## src/rtl/multicycle_control.sv

```systemverilog
// Multi-cycle MIPS control unit: sequences each instruction through a state machine and drives
// ALU op, operand selects and datapath strobes. Define MULTICYCLE_CTRL_BNE_EN to decode bne.
`timescale 1ns/1ps
module multicycle_control (
   input  logic       clk,
   input  logic       reset,
   input  logic [5:0] opcode,
   input  logic [5:0] funct,
   input  logic       zero,
   input  logic       memReady,
   output logic [3:0] aluControlInput,
   output logic       aluSrcA,
   output logic [1:0] aluSrcB,
   output logic       zeroExt,
   output logic [1:0] pcSource,
   output logic       pcWrite,
   output logic       irWrite,
   output logic       memRead,
   output logic       memWrite,
   output logic       iOrD,
   output logic       regWrite,
   output logic       regDst,
   output logic       memToReg,
   output logic       illegalOp
);

   typedef enum logic [3:0] {
      S_FETCH, S_DECODE, S_MEMADR, S_MEMRD, S_MEMWB, S_MEMWR, S_REXEC,
      S_RWB, S_IEXEC, S_IWB, S_BRANCH, S_JUMP, S_JR
   } state_t;

   localparam logic [3:0] ALU_ADD = 4'b0010;
   localparam logic [3:0] ALU_SUB = 4'b0110;

   state_t     state_reg, state_next;
   logic       r_legal, i_zext, dec_legal, br_taken;
   logic [3:0] r_alu, i_alu;

   always_comb begin
      r_legal = 1'b1;
      r_alu   = ALU_ADD;
      case (funct)
         6'b100000, 6'b100001: r_alu = 4'b0010;
         6'b100010, 6'b100011: r_alu = 4'b0110;
         6'b100100:            r_alu = 4'b0000;
         6'b100101:            r_alu = 4'b0001;
         6'b101010:            r_alu = 4'b0111;
         6'b101011:            r_alu = 4'b1011;
         6'b000000:            r_alu = 4'b0011;
         6'b000010:            r_alu = 4'b0100;
         6'b001000:            r_alu = ALU_ADD;  // jr: ALU unused
         default:              r_legal = 1'b0;
      endcase
   end

   always_comb begin
      i_alu  = ALU_ADD;
      i_zext = 1'b0;
      case (opcode)
         6'b001100: begin i_alu = 4'b0000; i_zext = 1'b1; end
         6'b001101: begin i_alu = 4'b0001; i_zext = 1'b1; end
         6'b001010: i_alu = 4'b0111;
         6'b001011: i_alu = 4'b1011;
         default:   i_alu = ALU_ADD;
      endcase
   end

   always_comb begin
      dec_legal = 1'b0;
      case (opcode)
         6'b100011, 6'b101011, 6'b000100, 6'b000010,
         6'b001000, 6'b001100, 6'b001101, 6'b001010, 6'b001011: dec_legal = 1'b1;
         6'b000000: dec_legal = r_legal;
`ifdef MULTICYCLE_CTRL_BNE_EN
         6'b000101: dec_legal = 1'b1;
`endif
         default:   dec_legal = 1'b0;
      endcase
   end

   always_comb begin
      br_taken = zero;
`ifdef MULTICYCLE_CTRL_BNE_EN
      if (opcode == 6'b000101)
         br_taken = !zero;
`endif
   end

   always_comb begin
      state_next = state_reg;
      case (state_reg)
         S_FETCH:  if (memReady) state_next = S_DECODE;
         S_DECODE: begin
            state_next = S_FETCH;
            case (opcode)
               6'b100011, 6'b101011: state_next = S_MEMADR;
               6'b000000:
                  if (funct == 6'b001000) state_next = S_JR;
                  else if (r_legal)       state_next = S_REXEC;
               6'b000100: state_next = S_BRANCH;
`ifdef MULTICYCLE_CTRL_BNE_EN
               6'b000101: state_next = S_BRANCH;
`endif
               6'b000010: state_next = S_JUMP;
               6'b001000, 6'b001100, 6'b001101, 6'b001010, 6'b001011: state_next = S_IEXEC;
               default:   state_next = S_FETCH;
            endcase
         end
         S_MEMADR: state_next = (opcode == 6'b100011) ? S_MEMRD : S_MEMWR;
         S_MEMRD:  if (memReady) state_next = S_MEMWB;
         S_MEMWR:  if (memReady) state_next = S_FETCH;
         S_REXEC:  state_next = S_RWB;
         S_IEXEC:  state_next = S_IWB;
         default:  state_next = S_FETCH;
      endcase
   end

   always_ff @(posedge clk) begin
      if (reset) state_reg <= S_FETCH;
      else       state_reg <= state_next;
   end

   // Reset overrides the decode so an abandoned instruction cannot strobe anything.
   always_comb begin
      aluControlInput = 4'b0000;
      aluSrcA  = 1'b0;
      aluSrcB  = 2'b00;
      zeroExt  = 1'b0;
      pcSource = 2'b00;
      pcWrite  = 1'b0;
      irWrite  = 1'b0;
      memRead  = 1'b0;
      memWrite = 1'b0;
      iOrD     = 1'b0;
      regWrite = 1'b0;
      regDst   = 1'b0;
      memToReg = 1'b0;
      illegalOp = 1'b0;
      if (reset) begin
         aluControlInput = ALU_ADD;
         aluSrcB = 2'b01;
      end else begin
         case (state_reg)
            S_FETCH: begin
               memRead = 1'b1;
               aluSrcB = 2'b01;
               aluControlInput = ALU_ADD;
               irWrite = memReady;
               pcWrite = memReady;
            end
            S_DECODE: begin
               aluSrcB = 2'b11;
               aluControlInput = ALU_ADD;
               illegalOp = !dec_legal;
            end
            S_MEMADR: begin
               aluSrcA = 1'b1;
               aluSrcB = 2'b10;
               aluControlInput = ALU_ADD;
            end
            S_MEMRD: begin
               memRead = 1'b1;
               iOrD = 1'b1;
            end
            S_MEMWB: begin
               regWrite = 1'b1;
               memToReg = 1'b1;
            end
            S_MEMWR: begin
               memWrite = 1'b1;
               iOrD = 1'b1;
            end
            S_REXEC: begin
               aluSrcA = 1'b1;
               aluControlInput = r_alu;
            end
            S_RWB: begin
               aluControlInput = r_alu;
               regWrite = 1'b1;
               regDst = 1'b1;
            end
            S_IEXEC: begin
               aluSrcA = 1'b1;
               aluSrcB = 2'b10;
               aluControlInput = i_alu;
               zeroExt = i_zext;
            end
            S_IWB: begin
               aluControlInput = i_alu;
               zeroExt = i_zext;
               regWrite = 1'b1;
            end
            S_BRANCH: begin
               aluSrcA = 1'b1;
               aluControlInput = ALU_SUB;
               pcSource = 2'b01;
               pcWrite = br_taken;
            end
            S_JUMP: begin
               pcSource = 2'b10;
               pcWrite = 1'b1;
            end
            S_JR: begin
               pcSource = 2'b11;
               pcWrite = 1'b1;
            end
            default: ;
         endcase
      end
   end

endmodule

```

## config.mk

```make
export PLATFORM = sky130hd
export DESIGN_NAME = multicycle_control
export DESIGN_NICKNAME = d
export VERILOG_FILES = /design/src/rtl/multicycle_control.sv
export SDC_FILE = /design/constraint.sdc
export NUM_CORES = 1
export LEC_CHECK = 0
export CORE_MARGIN = 3
export CORE_UTILIZATION = 44
export CTS_CLUSTER_DIAMETER = 200
export DETAILED_ROUTE_END_ITERATION = 10
export GPL_TIMING_DRIVEN = 0
export PLACE_DENSITY = 0.82
export SYNTH_ARGS = -nofsm -noshare
export SYNTH_HDL_FRONTEND = slang
export SYNTH_SLANG_ARGS = --single-unit
```

## constraint.sdc

```tcl
create_clock -name clk -period 2.2 [get_ports clk]
set_clock_uncertainty 0.15 [all_clocks]
set_input_delay 0.22 -clock clk [delete_from_list [all_inputs] [get_ports clk]]
set_output_delay 0.22 -clock clk [all_outputs]
set_load 0.02 [all_outputs]
```

==> results.rst <==
.. list-table::
   :header-rows: 1

   * - Metric
     - Value
   * - Core Util, Final
     - 0.6719
   * - DPL Wire Length
     - 2318 microns
   * - Capture point of the worst reg-to-reg path
     - state_reg[1]
   * - Vias in the first global route
     - 1147
   * - Area post-placement
     - 1284 sq um
   * - Cell types with the largest area share after synthesis
     - sky130_fd_sc_hd__a21oi_1 (8.4%), sky130_fd_sc_hd__dfxtp_1 (8.4%), sky130_fd_sc_hd__nor2_1 (5.9%)
   * - Data arrival, critical path
     - 1.79 ns
   * - Antenna violations before repair
     - 0
   * - Run status
     - completed
   * - Width of the die
     - 52.46 microns
   * - Mapped Cells
     - 147
   * - Biggest fanout along the worst timing path
     - 10
   * - Crit path kind
     - flop to output port
   * - Max-Slew Margin vs Limit
     - 0.7691
   * - Finished layout cell area
     - 1345 sq um
   * - Number of sinks on the clock net
     - 4
   * - Antenna Violating Nets Remaining
     - 0
   * - Post-Syn Area per Cell
     - 6.460 sq um
   * - Synth cell types
     - 49
   * - Vert. Die Dim
     - 52.46 microns
   * - Startpoint type of the worst setup path
     - flop
   * - DRT Wirelength
     - 3178 microns
   * - Cell types with the highest counts after synthesis
     - sky130_fd_sc_hd__a21oi_1 (16), sky130_fd_sc_hd__nor2_1 (15), sky130_fd_sc_hd__o21ai_0 (9)
   * - Number of ports placed on the die boundary
     - 35
   * - Critical path launch point
     - state_reg[0]
   * - Fin. Hold Viols
     - 0
   * - Avg Vias per Cell
     - 6.173
   * - Type of the most critical hold path
     - input pin to flop
   * - Main flop type after synthesis
     - sky130_fd_sc_hd__dfxtp_1
   * - Number of flip-flops under the largest register name
     - 4
   * - Maximum level of the CTS H-tree
     - 1
   * - Post-Place Worst Slack
     - -0.6783 ns
   * - Worst-case vdd ir drop
     - 174.1 uV
   * - Number of flip-flops and latches in the synthesized netlist
     - 4
   * - Leak pwr
     - 0.0006082 uW
   * - Number of pins with negative max-slew slack in the final report
     - 0
   * - TNS Setup
     - 0 ns
   * - Antenna diode instance count
     - 0
   * - Reg2Reg Setup Slack
     - 0.27 ns
   * - Worst-margin pin slew
     - 0.3431 ns
   * - First-pass GRT wire length
     - 5099 microns
   * - Highest Clock Rate
     - 0.4634 GHz
   * - Worst setup path end
     - pcWrite
   * - Post-CTS clock slew at the launch and capture registers of the worst setup and hold paths
     - 0.05 ns
   * - Effective utilization at floorplan
     - 0.4744
   * - Core Area
     - 2002 sq um
   * - Number of violations of the max-capacitance limit
     - 0
   * - CTS tree
     - yes
   * - Die Outline Area
     - 2752 sq um
   * - Clock tree root buffer cell
     - sky130_fd_sc_hd__clkbuf_4
   * - Buffers added on ports
     - 30
   * - Setup repair after global routing missed its margin
     - no
   * - Mean routed wirelength per cell
     - 15.28 microns
   * - Total CTS buffers
     - 3
   * - Global router's overall resource usage
     - 0.2432
   * - Delay contributed by the slowest stage of the critical path
     - 0.34 ns
   * - Gr ovfl total
     - 0
   * - Minimum hold slack
     - 0.2536 ns
   * - Final min period
     - 2.158 ns
   * - EDFF count, synth
     - 0
   * - CTS max path bufs
     - 2
   * - Kind of end point of the critical path
     - output port
   * - Fin crit share
     - 0.9809
   * - Required time at the endpoint of the critical path
     - 1.83 ns
   * - Slowest CP cell
     - sky130_fd_sc_hd__or3_1
   * - Worst R2R Start
     - state_reg[0]
   * - Final-report setup violation count
     - 0
   * - Register area share after synthesis
     - 0.08432
   * - Largest area contributor in the netlist
     - sky130_fd_sc_hd__a21oi_1
   * - 1st-pass router iterations
     - 4
   * - Net count reported at finish
     - 199
   * - Count of vias placed by the detailed router
     - 1284
   * - Area overhead of the layout relative to synthesis
     - 41.63%
   * - Synthesized Nets
     - 163
   * - Drt drc
     - 0
   * - Layout cell share with drive strength beyond 1
     - 0.1989
   * - Clock latency on the worst-skew pair
     - 0.25 ns
   * - Cell Chain, Critical Path
     - buf_4 -> nand2b_1 -> mux2i_1 -> and3_1 -> or3_1 -> clkdlybuf4s15_1
   * - Cell area power density
     - 234.5 nW/um^2
   * - Final Wtd Congestion
     - 0.9692
   * - Dominant cell by count in the synthesized netlist
     - sky130_fd_sc_hd__a21oi_1
   * - Number of cell instances on the worst register-to-register path
     - 5
   * - Maximum number of pins on one net before global-route repair
     - 11
   * - Worst-case setup margin in the final layout
     - 0.04195 ns
   * - Top cell type's share of synthesized area
     - 0.08432
   * - Number of placement rows
     - 16
   * - Number of filler instances in the final layout
     - 185
   * - Hold-fix buffers at CTS
     - 0
   * - Summed instance area of the synthesized netlist
     - 949.7 sq um
   * - YS warnings
     - 0
   * - DRC violation total after the first TritonRoute iteration
     - 36
   * - Async set-reset flop share out of synthesis
     - 0
==> cell type report <==
class / instances / area [sq um] / area share
Multi-Input combinational cell: 123 / 827.0 / 0.6149
Timing Repair Buffer: 31 / 266.5 / 0.1981
Buffer: 12 / 83.83 / 0.06233
Sequential cell: 4 / 81.33 / 0.06047
Tap cell: 27 / 33.78 / 0.02512
Inverter: 8 / 30.03 / 0.02233
Clock buffer: 3 / 22.52 / 0.01674
==> how the worst min path moves through the flow <==
| stage | from | slack, ns | cells after the start | endpoint |
|---|---|---|---|---|
| after CTS | opcode[0] | 0.25 | 4 | state_reg[3] |
| after global routing | opcode[0] | 0.26 | 4 | state_reg[3] |
| after global placement | opcode[0] | 0.48 | 4 | state_reg[3] |
| after floorplan | reset | 0.26 | 2 | state_reg[2] |
| after detailed placement | opcode[0] | 0.51 | 4 | state_reg[3] |
| final | opcode[0] | 0.25 | 4 | state_reg[3] |
==> what timing repair did <==
item | CTS | global route
setup buffers | 0 | 1
setup endpoints to repair | 19 | 12
gates resized for setup | 46 | 19
pin swaps | 0 | 3
==> layer usage <==
layer | wire length, microns | part of all wire | vias to the layer above | GRT usage
met1 | 1297 | 0.41 | 596 | 0.2918
met2 | 1569 | 0.49 | 66 | 0.4236
met3 | 237 | 0.075 | 9 | 0.05128
li1 | - | - | 613 | -
met5 | 0 | 0 | - | 0
met4 | 74 | 0.023 | 0 | 0.08085
==> where the power goes <==
group / total, uW / internal, uW / switching (uW)
clock network: 102 / 61.7 / 40.1
logic: 139 / 57.3 / 81.4
registers: 74.9 / 74.1 / 0.762
==> cells by family after synthesis <==
kind of cell / Yosys count / synth area share
XOR/XNOR: 3 / 0.02767
multiplexers: 2 / 0.02108
AO/OA/AOI/OAI: 43 / 0.2899
buffers and inverters: 20 / 0.1001
flip-flops: 4 / 0.08432
AND/OR/NAND/NOR: 75 / 0.4769
==> metrics by stage <==
step	cells	total power (uW)
global placement	204	208.6
detailed placement	204	211.6
global route	208	331.0
finish	208	315.5
floorplan	147	154.9
CTS	207	312.7
==> cells in the final DEF (no fill, tap or decap), drive strengths merged, types with 2 or more instances in the layout <==
| cell type | netlist | routed |
|---|---|---|
| clkdlybuf4s15 | 0 | 2 |
| clkbuf | 2 | 8 |
| mux2i | 2 | 2 |
| nor2b | 3 | 3 |
| nor4 | 2 | 2 |
| nand4b | 2 | 2 |
| buf | 10 | 15 |
| nor3 | 6 | 6 |
| nand4 | 2 | 2 |
| or3 | 5 | 5 |
| nand3 | 5 | 5 |
| a21oi | 16 | 16 |
| or4 | 3 | 3 |
| dlymetal6s2s | 0 | 2 |
| and3 | 4 | 4 |
| o41ai | 2 | 2 |
| nor2 | 15 | 15 |
| nor3b | 5 | 5 |
| dfxtp | 4 | 4 |
| a21o | 2 | 2 |
| clkdlybuf4s50 | 0 | 7 |
| inv | 8 | 8 |
| dlygate4sd2 | 0 | 12 |
| nand2b | 7 | 7 |
| o221ai | 2 | 2 |
| xnor2 | 2 | 2 |
| nand2 | 7 | 7 |
| o21ai | 9 | 9 |
| nand3b | 2 | 2 |
==> worst max-delay path, delay by kind of cell (launching register included) <==
| family | cells | cell delay [ns] |
|---|---|---|
| buffers and inverters | 2 | 0.47 |
| multiplexers | 1 | 0.08 |
| flip-flops | 1 | 0.32 |
| AND/OR/NAND/NOR | 3 | 0.68 |
(Power assumes the default switching activity.)
